`config.mk`:
```
export PLATFORM = sky130hd
export DESIGN_NAME = eth_egress_port
export DESIGN_NICKNAME = d
export VERILOG_FILES = /design/src/rtl/eth_pkg.sv /design/src/rtl/eth_egress_ram.sv /design/src/rtl/eth_egress_port.sv
export SDC_FILE = /design/constraint.sdc
export NUM_CORES = 2
export LEC_CHECK = 0
export BUFFER_PORTS_ARGS = -buffer_cell sky130_fd_sc_hd__buf_2
export CAP_MARGIN = 15
export CORE_MARGIN = 2
export CORE_UTILIZATION = 40
export DETAILED_ROUTE_END_ITERATION = 8
export GPL_ROUTABILITY_DRIVEN = 0
export GPL_TIMING_DRIVEN = 0
export HOLD_SLACK_MARGIN = 0.1
export REMOVE_ABC_BUFFERS = 1
export SETUP_SLACK_MARGIN = 0.5
export SYNTH_ARGS = -nofsm -noshare
export SYNTH_HDL_FRONTEND = slang
export SYNTH_SLANG_ARGS = --single-unit
```
`constraint.sdc`:
```
create_clock -name clk -period 5.4 [get_ports clk]
set_input_delay 0.27 -clock clk [delete_from_list [all_inputs] [get_ports clk]]
set_output_delay 0.27 -clock clk [all_outputs]
set_load 0.02 [all_outputs]
```
`src/rtl/eth_pkg.sv`:
```
// eth_pkg: shared types and constants for the egress port
package eth_pkg;
  localparam int DATA_W = 32;
  localparam int CHECKSUM_W = 32;
  typedef struct packed {
    logic eop;
    logic sop;
    logic [DATA_W-1:0] data;
  } entry_t;
  typedef enum logic [1:0] {W_IDLE, W_RECV, W_DROP} wr_state_t;
  typedef enum logic [1:0] {R_IDLE, R_DATA, R_TRAILER} rd_state_t;
endpackage

```
`src/rtl/eth_egress_ram.sv`:
```
// eth_egress_ram: simple dual-port packet buffer with registered read
module eth_egress_ram
  import eth_pkg::*;
#(
  parameter int DEPTH = 64,
  parameter int AW = $clog2(DEPTH)
) (
  input  logic          clk,
  input  logic          we,
  input  logic [AW-1:0] waddr,
  input  entry_t        wdata,
  input  logic          re,
  input  logic [AW-1:0] raddr,
  output entry_t        rdata
);
  entry_t mem [DEPTH];
  // write port and registered read port; rdata holds when re is low
  always_ff @(posedge clk) begin
    if (we) mem[waddr] <= wdata;
    if (re) rdata <= mem[raddr];
  end
endmodule

```
`src/rtl/eth_egress_port.sv`:
```
// eth_egress_port: store-and-forward egress buffer appending a checksum trailer
module eth_egress_port
  import eth_pkg::*;
#(
  parameter int DEPTH = 64,
  parameter int CNT_W = 16
) (
  input  logic                     clk,
  input  logic                     resetN,
  input  logic [31:0]              inData,
  input  logic                     inSop,
  input  logic                     inEop,
  output logic [31:0]              txData,
  output logic                     txValid,
  input  logic                     txReady,
  output logic                     txSop,
  output logic                     txEop,
  output logic [$clog2(DEPTH):0]   bufLevel,
  output logic [CNT_W-1:0]         txPktCnt,
  output logic [CNT_W-1:0]         dropPktCnt
);
  localparam int AW = $clog2(DEPTH);
  logic [AW:0] wr_ptr, commit_ptr, rd_ptr, wp_n, cp_n, base;
  wr_state_t ws, ws_n;
  rd_state_t rs, rs_n;
  logic act, full, drop, we, rd_en, q_vld, ld_q, ld_tr, last_r, hs;
  entry_t wdata, q;
  logic [CHECKSUM_W-1:0] csum;
  assign base = (ws == W_RECV && inSop) ? commit_ptr : wr_ptr;
  assign full = (base - rd_ptr) == (AW+1)'(DEPTH);
  assign act = ws == W_RECV || inSop;
  assign wdata = '{eop: inEop, sop: inSop, data: inData};
  // write FSM: accept, restart on missing eop, or drop on overflow
  always_comb begin
    ws_n = ws;
    wp_n = wr_ptr;
    cp_n = commit_ptr;
    we = 1'b0;
    drop = 1'b0;
    if (act) begin
      if (full) begin
        drop = 1'b1;
        wp_n = commit_ptr;
        ws_n = inEop ? W_IDLE : W_DROP;
      end else begin
        drop = ws == W_RECV && inSop;
        we = 1'b1;
        wp_n = base + 1'b1;
        cp_n = inEop ? base + 1'b1 : commit_ptr;
        ws_n = inEop ? W_IDLE : W_RECV;
      end
    end else if (ws == W_DROP && inEop) begin
      ws_n = W_IDLE;
    end
  end
  // write-side state, pointers and drop counter
  always_ff @(posedge clk) begin
    if (!resetN) begin
      ws <= W_IDLE;
      wr_ptr <= '0;
      commit_ptr <= '0;
      dropPktCnt <= '0;
    end else begin
      ws <= ws_n;
      wr_ptr <= wp_n;
      commit_ptr <= cp_n;
      if (drop && dropPktCnt != '1) dropPktCnt <= dropPktCnt + 1'b1;
    end
  end
  eth_egress_ram #(.DEPTH(DEPTH), .AW(AW)) u_ram (
    .clk(clk),
    .we(we),
    .waddr(base[AW-1:0]),
    .wdata(wdata),
    .re(rd_en),
    .raddr(rd_ptr[AW-1:0]),
    .rdata(q)
  );
  assign hs = txValid && txReady;
  assign txValid = rs != R_IDLE;
  assign txEop = rs == R_TRAILER;
  assign bufLevel = wr_ptr - rd_ptr;
  assign rd_en = rd_ptr != commit_ptr && (!q_vld || ld_q);
  // read FSM: rs names what the output register holds; q is a one-word prefetch
  always_comb begin
    ld_q = 1'b0;
    ld_tr = 1'b0;
    if (rs == R_IDLE) ld_q = q_vld;
    else if (hs) begin
      ld_tr = rs == R_DATA && last_r;
      ld_q = !ld_tr && q_vld;
    end
    rs_n = ld_q ? R_DATA : ld_tr ? R_TRAILER : hs ? R_IDLE : rs;
  end
  // read-side pointer, output register, checksum and tx counter
  always_ff @(posedge clk) begin
    if (!resetN) begin
      rs <= R_IDLE;
      rd_ptr <= '0;
      q_vld <= 1'b0;
      txData <= '0;
      txSop <= 1'b0;
      last_r <= 1'b0;
      csum <= '0;
      txPktCnt <= '0;
    end else begin
      rs <= rs_n;
      rd_ptr <= rd_en ? rd_ptr + 1'b1 : rd_ptr;
      q_vld <= rd_en ? 1'b1 : ld_q ? 1'b0 : q_vld;
      if (ld_q) begin
        txData <= q.data;
        txSop <= q.sop;
        last_r <= q.eop;
        csum <= q.sop ? q.data : csum + q.data;
      end else if (ld_tr) begin
        txData <= csum;
        txSop <= 1'b0;
      end
      if (rs == R_TRAILER && txReady && txPktCnt != '1) txPktCnt <= txPktCnt + 1'b1;
    end
  end
endmodule
```
==> Word level (Yosys, flattened, before mapping) <==
Memories as Yosys holds them, arrays and structs flattened. A register that Yosys moved wholly into a read port is not among the register bits.
Index checks and enable logic that the tools add are counted.
{ "totals": {"output_inout_bits": 74, "ramBits": 2176, "wordCells": 80, "in_bits": 37, "n_memories": 1, "register_bits": 124} }
{ "classes": {"n_mux": 27, "reduce_logical": 22, "eq_ne": 8, "bitwise": 2, "n_addsub": 7} }
{ "mem_list": {"columns": ["memory", "depth", "word_bits", "rd", "rd_ports_with_merged_regs", "wr", "line", "text"], "rows": [
  ["u_ram.mem", 64, 34, 1, 1, 1, "eth_egress_ram.sv:16", "entry_t mem [DEPTH];"]
]} }
{ "ops": {"columns": ["operator", "n"], "rows": [
  ["$mux 32", 3],
  ["$add 16x1->16 const B", 2],
  ["$add 32x32->32", 1],
  ["$ne 16x16->1 const B", 2],
  ["$mux 1", 16],
  ["$add 7x1->7 const B", 2],
  ["$mux 7", 2],
  ["$sub 7x7->7", 2],
  ["$mux 2", 6],
  ["$reduce_bool 2->1", 5],
  ["$logic_and 1x1->1", 9],
  ["$eq 7x7->1 const B", 1],
  ["$ne 7x7->1", 1],
  ["$eq 2x1->1 const B", 2],
  ["$eq 2x2->1 const B", 2],
  ["$reduce_and 3->1", 1],
  ["$reduce_bool 3->1", 1],
  ["$logic_not 1->1", 2],
  ["$logic_not 2->1", 1],
  ["$logic_or 1x1->1", 2],
  ["$not 1->1", 2],
  ["$reduce_or 2->1", 1]
]} }

==> Logic depth before layout (Yosys ltp) <==
{ "depth": {"word_depth": 9, "mapped_depth": 17, "depth_no_buf": 15} }

==> Hierarchy <==
Synthesis repeated with hierarchy kept, for this count alone.
{ "unflattened": {"cells_unflattened": 4710, "hier_area_um2": 91921.9} }
{ "by_module_without_submodules": {"columns": ["mod", "cells_per_inst", "seq_area_each_um2", "area_each_um2", "n_inst"], "rows": [
  ["eth_egress_ram", 3744, 66363.6, 84114.4, 1],
  ["eth_egress_port", 966, 2482.4, 7807.5, 1]
]} }

==> Worst setup path before layout <==
Ideal clock, no wire load.
{ "synth_timing": {"path_kind": "register to register", "startpoint": "register rd_ptr[2]", "endpoint": "memory u_ram.mem[33][0] (netlist name) (enable)", "stages_incl_launch_ff": 14, "setup_ns": 0.425, "setup_slack_ns": 0.607, "arrival_ns": 4.368, "period_less_slack_ns": 4.793, "path_buffers": 4, "path_cell_list": "dfxtp_1 clkbuf_1 clkbuf_1 clkinv_1 clkbuf_1 clkbuf_1 ha_1 nand2_1 nor2_1 o21ai_0 nor4_4 nor2_1 nand4_1 nor2_1"} }
{ "synth_between": {"elab_chain_len": 6} }
{ "synth_lines": {"columns": ["element", "line", "text"], "rows": [
  ["start, declared", "eth_egress_port.sv:23", "logic [AW:0] wr_ptr, commit_ptr, rd_ptr, wp_n, cp_n, base;"],
  ["start signal, assigned", "eth_egress_port.sv:108", "rd_ptr <= rd_en ? rd_ptr + 1'b1 : rd_ptr;"],
  ["$sub 7x7->7", "eth_egress_port.sv:30", "assign full = (base - rd_ptr) == (AW+1)'(DEPTH);"],
  ["$eq 7x7->1", "eth_egress_port.sv:30", null],
  ["$mux 1", "eth_egress_port.sv:41", "if (full) begin"],
  ["$mux 1", "eth_egress_port.sv:40", "if (act) begin"],
  ["$mux 1", "eth_egress_ram.sv:19", "if (we) mem[waddr] <= wdata;"],
  ["$mux 1 (not written as such)", "eth_egress_ram.sv:19", null],
  ["end, declared", "eth_egress_ram.sv:16", null]
]} }
No other way between the ends.

==> Worst setup path after layout <==
{ "layout_timing": {"startpoint": "register ws[1]", "endpoint": "memory u_ram.mem[0][24] (netlist name) (enable)"} }
{ "layout_between": {"elab_chain_len": 9, "word_cells_on_any_way": 10, "classes_between": "add/sub: 1; eq/ne: 2; mux: 5; reduce/logical: 2"} }
{ "layout_lines": {"columns": ["element", "line", "text"], "rows": [
  ["start, declared", "eth_egress_port.sv:24", "wr_state_t ws, ws_n;"],
  ["start signal, assigned", "eth_egress_port.sv:64", "ws <= ws_n;"],
  ["$eq 2x1->1 (*)", "eth_egress_port.sv:29, eth_egress_port.sv:31", null],
  ["$logic_and 1x1->1", "eth_egress_port.sv:29", "assign base = (ws == W_RECV && inSop) ? commit_ptr : wr_ptr;"],
  ["$mux 7", "eth_egress_port.sv:29", null],
  ["$sub 7x7->7", "eth_egress_port.sv:30", null],
  ["$eq 7x7->1", "eth_egress_port.sv:30", null],
  ["$mux 1", "eth_egress_port.sv:41", null],
  ["$mux 1", "eth_egress_port.sv:40", null],
  ["$mux 1", "eth_egress_ram.sv:19", null],
  ["$mux 1 (not written as such)", "eth_egress_ram.sv:19", null]
]} }
Every way passes the cells marked *; elsewhere a longest branch is shown, timed or not.

==> results.txt <==
- The flow ran to the end, and the final reports show no timing, DRC or antenna violations.
* Gate Count Post-Synth: 4486
- Maximum clock frequency: 0.209 GHz
- Antenna violation net count after detailed routing: 0
- Ranked by total cell area, the synthesized netlist is headed by sky130_fd_sc_hd__edfxtp_1, sky130_fd_sc_hd__mux4_2, sky130_fd_sc_hd__dfxtp_1.
* Flip-flop cell with the highest count after synthesis: sky130_fd_sc_hd__edfxtp_1
* Number of global-route vias before repair: about 47000
- The filler cells instantiated in the layout total between 15000 and 20000.
* Wire length per cell: 29.7 µm
- Mean cell area of the mapped netlist: 20.4 µm²
* Growth of design area from synthesis to finish: 18.1%
- The synthesized design contains approximately 2300 register bits.
- HPWL Detailed: between 100 and 150 mm
* Die Y-Extent: ~480 µm
- For this run, the total global-route usage over all layers was measured as 0.205.
- Worst flop-to-flop path endpoint: u_ram.mem[0][24]$_DFFE_PP_
* Number of cells traversed by the worst hold path: 1
- Clock transition at path regs: 70 ps
- Critical-path top delay cell: sky130_fd_sc_hd__mux2i_2
- For this block, the initial DRC count from the detailed router was approximately 5300.
* CTS Root Cell: sky130_fd_sc_hd__clkbuf_16
* Number of levels the H-tree was split into: 4
- Total negative slack: 0 ps
- For the worst setup path, the data required time is 5940 ps.
- The worst setup path is launched from a register.
- For this run, the share of the core covered by cells in the final layout is 0.476.
* Crit path time final: between 4000 and 5000 ps
* Total grt overflow: 0
* Leakage dissipation: 0.0345 µW
- Number of antenna violations at the first check in global routing: 24
- The min-delay analysis places its worst path in the category primary input to register.
* Worst slew slack as a fraction of its limit: 0.223
- Maximum number of pins on one net before global-route repair: 93
* Crit path largest cell delay: slightly above 700 ps
- Number of search-and-repair iterations in the first detailed-routing pass: 5
* Area taken by multi-input logic gates: about 22000 µm²
* Starting Density: 0.403
- Worst r2r src: ws[1]$_SDFFE_PN0P_
- Final WL: approximately 240 mm
- Worst Tran Pin Value: 1170 ps
- Buffer depth of the longest clock path: 3
- Measured along the x axis, the die boundary spans 483 µm.
- Layout cells sized above 1: 0.281
- Unrepaired setup endpoints after global routing: yes
* Max-capacitance violation count: 0
- Ratio of final minimum period to clock period: 0.887
- Global-route wire length before repair: 342 mm
- Yosys warning count: 0
- For this run, asynchronously set or reset flops after synthesis account for 0.
- The number of hold violations in the final report came to 0.
- The path with the worst hold slack has its endpoint at u_ram.mem[5][19]$_DFFE_PP_.
- Power comes to roughly 46000 µW.
- Detailed routing inserted a total of 47000 vias.
- Commonest cells in the synthesized netlist: sky130_fd_sc_hd__edfxtp_1, sky130_fd_sc_hd__mux4_2, sky130_fd_sc_hd__nand2_1
* Clk_lat worst skew: 880 ps
- approximately 110 I/O pins were placed.
- The worst-case IR drop observed on VDD is 393 µV.
- Port Buffer Count: 110
- Library cell with the largest summed area after synthesis: sky130_fd_sc_hd__edfxtp_1
- TritonCTS sink count: 2334
- TritonCTS built the clock tree.
- Area share of the largest cell type after synthesis: 0.724
- The die covers 233000 µm².
- Number of setup violations in the final report: 0
* Final routed DRC violation total: 0
* Core area: around 230000 µm²
- The final number of max-transition violations came to 0.
- After synthesis the cells add up to 91700 µm².
* Reg-to-reg setup timing slack: a little over 600 ps
- Endpoint kind of the worst setup timing path: register
* Max Fanout on Critical Path: 15
* Number of placement rows: 175
- Synthesis instantiated just over 60 different standard cells from the library.
- For the worst setup path, the data arrival time is 5330 ps.
* Launch point of the worst hold path: inData[19]
- Worst setup path category: register to register
* Layout Nets: 4981
- Cells on worst reg2reg path: 15
* Most frequent cell after synthesis: sky130_fd_sc_hd__edfxtp_1
- Across the whole layout, storage elements account for a little under 70000 µm².
- Post-synth EDFFs: 2210
- Clock tree synthesis inserted a total of between 200 and 250 buffers.
- CP cell instances: nand3b_1 -> buf_4 -> mux2i_2 -> inv_1 -> ha_1 -> nand2_1 -> nor2_1 -> o21ai_0 -> nor4_4 -> nor2_1 -> nand4_1 -> buf_4 -> nor2_4 -> buf_16 -> buf_12
- Average vias per placed instance: 5.81
- Total power per unit cell area: 428 nW/µm²
* Skew final: between 30 and 40 ps
- Register area share after synthesis: 0.751
==> cell usage in the layout (no fill, tap or decap), types with 8 or more instances in the layout <==
master	n
sky130_fd_sc_hd__clkinv_2	41
sky130_fd_sc_hd__bufinv_16	10
sky130_fd_sc_hd__buf_16	87
sky130_fd_sc_hd__nor2_4	65
sky130_fd_sc_hd__ha_1	47
sky130_fd_sc_hd__o21ai_0	38
sky130_fd_sc_hd__mux2i_1	53
sky130_fd_sc_hd__a21boi_0	39
sky130_fd_sc_hd__o211ai_1	13
sky130_fd_sc_hd__mux4_2	633
sky130_fd_sc_hd__and3_1	74
sky130_fd_sc_hd__clkinv_8	8
sky130_fd_sc_hd__a22oi_1	33
sky130_fd_sc_hd__and2_1	38
sky130_fd_sc_hd__nand2b_1	12
sky130_fd_sc_hd__o211a_1	20
sky130_fd_sc_hd__a211oi_1	9
sky130_fd_sc_hd__xor2_1	21
sky130_fd_sc_hd__buf_4	77
sky130_fd_sc_hd__dfxtp_1	119
sky130_fd_sc_hd__nor2b_1	19
sky130_fd_sc_hd__nand4_1	21
sky130_fd_sc_hd__a21oi_1	63
sky130_fd_sc_hd__clkinv_1	57
sky130_fd_sc_hd__a21o_1	22
sky130_fd_sc_hd__clkbuf_16	233
sky130_fd_sc_hd__nor3_1	12
sky130_fd_sc_hd__clkbuf_1	61
sky130_fd_sc_hd__nand2_1	374
sky130_fd_sc_hd__buf_12	118
sky130_fd_sc_hd__nand3_1	24
sky130_fd_sc_hd__dlygate4sd3_1	25
sky130_fd_sc_hd__inv_1	33
sky130_fd_sc_hd__nor2_1	39
sky130_fd_sc_hd__buf_2	108
sky130_fd_sc_hd__xnor2_1	56
sky130_fd_sc_hd__edfxtp_1	2210
sky130_fd_sc_hd__a31oi_1	77
==> layout make-up <==
class | instances | area share
flip-flops and latches | 2334 | 0.636
multi-input cells | 1876 | 0.206
repair buffers | 418 | 0.0569
clock buffers | 299 | 0.0566
well taps | 3009 | 0.0348
clock inverters | 124 | 0.00834
inverters | 38 | 0.00172
diodes | 5 | 0.000115
==> power by group <==
group	switching [µW]	internal, µW	total [µW]	leakage [µW]
clock	6690	8420	15100	0.00344
sequential	437	20400	20900	0.0209
combinational	5600	4760	10400	0.0101
==> routing by layer <==
layer | track usage | part of all wire
met2 | 0.320 | 0.47
met5 | 0 | 0.00037
met4 | 0.0633 | 0.029
met3 | 0.0380 | 0.078
met1 | 0.295 | 0.42
==> worst max-delay path: cells and delay by family (launching register included) <==
kind / cells / cell delay, ps
AO/OA/AOI/OAI: 1 / 290
AND/OR/NAND/NOR: 7 / 1380
adder cells (fa/ha/maj): 1 / 390
flip-flops: 1 / 370
buffers and inverters: 5 / 1230
multiplexers: 1 / 720
==> worst max path at each step <==
| stage | start | end | cells after the start | slack, ps |
|---|---|---|---|---|
| after floorplan | rd_ptr[0]$_SDFFE_PN0P_ | u_ram.mem[32][0]$_DFFE_PP_ | 6 | -20560 |
| after detailed placement | inSop | u_ram.mem[32][5]$_DFFE_PP_ | 15 | -1850 |
| after CTS | ws[1]$_SDFFE_PN0P_ | u_ram.mem[60][5]$_DFFE_PP_ | 14 | 410 |
| after global placement | rd_ptr[1]$_SDFFE_PN0P_ | u_ram.mem[7][26]$_DFFE_PP_ | 9 | -35450 |
| after global routing | rd_ptr[3]$_SDFFE_PN0P_ | u_ram.mem[0][24]$_DFFE_PP_ | 14 | 440 |
| final | ws[1]$_SDFFE_PN0P_ | u_ram.mem[0][24]$_DFFE_PP_ | 15 | 610 |
==> flip-flops by register name, summed over array words and instances (netlist names) <==
register     flops
wr_ptr           7
ws               2
u_ram.mem     2176
txPktCnt        16
q_vld            1
u_ram.rdata     34
commit_ptr       7
csum            32
txSop            1
last_r           1
rs               2
txData          32
rd_ptr           7
dropPktCnt      16
==> stage by stage <==
stage	setup slack, ps	cells	area (µm²)	hold slack (ps)
6_report	608	8103	108000	158
5_1_grt	437	8099	108000	187
4_1_cts	410	8049	108000	108
3_5_place_dp	-1850	7522	99300	458
3_3_place_gp	-35450	7367	95100	454
2_1_floorplan	-20560	4248	90800	369
==> logic make-up after synthesis <==
group / count (synthesis) / share of synthesized area
adder cells (fa/ha/maj): 49 / 0.00685
buffers and inverters: 276 / 0.0120
XOR/XNOR: 77 / 0.00735
multiplexers: 691 / 0.162
AND/OR/NAND/NOR: 710 / 0.0354
AO/OA/AOI/OAI: 349 / 0.0257
flip-flops: 2334 / 0.751
==> repair_timing <==
item                                     CTS  global route
buffers inserted                          97            10
endpoints found under the setup margin  2199          1990
hold buffers                               7            19
resized for setup                         10             5
pin swaps                                 50             4
endpoints found under the hold margin    129           956
Power figures use the tool's default switching activity.
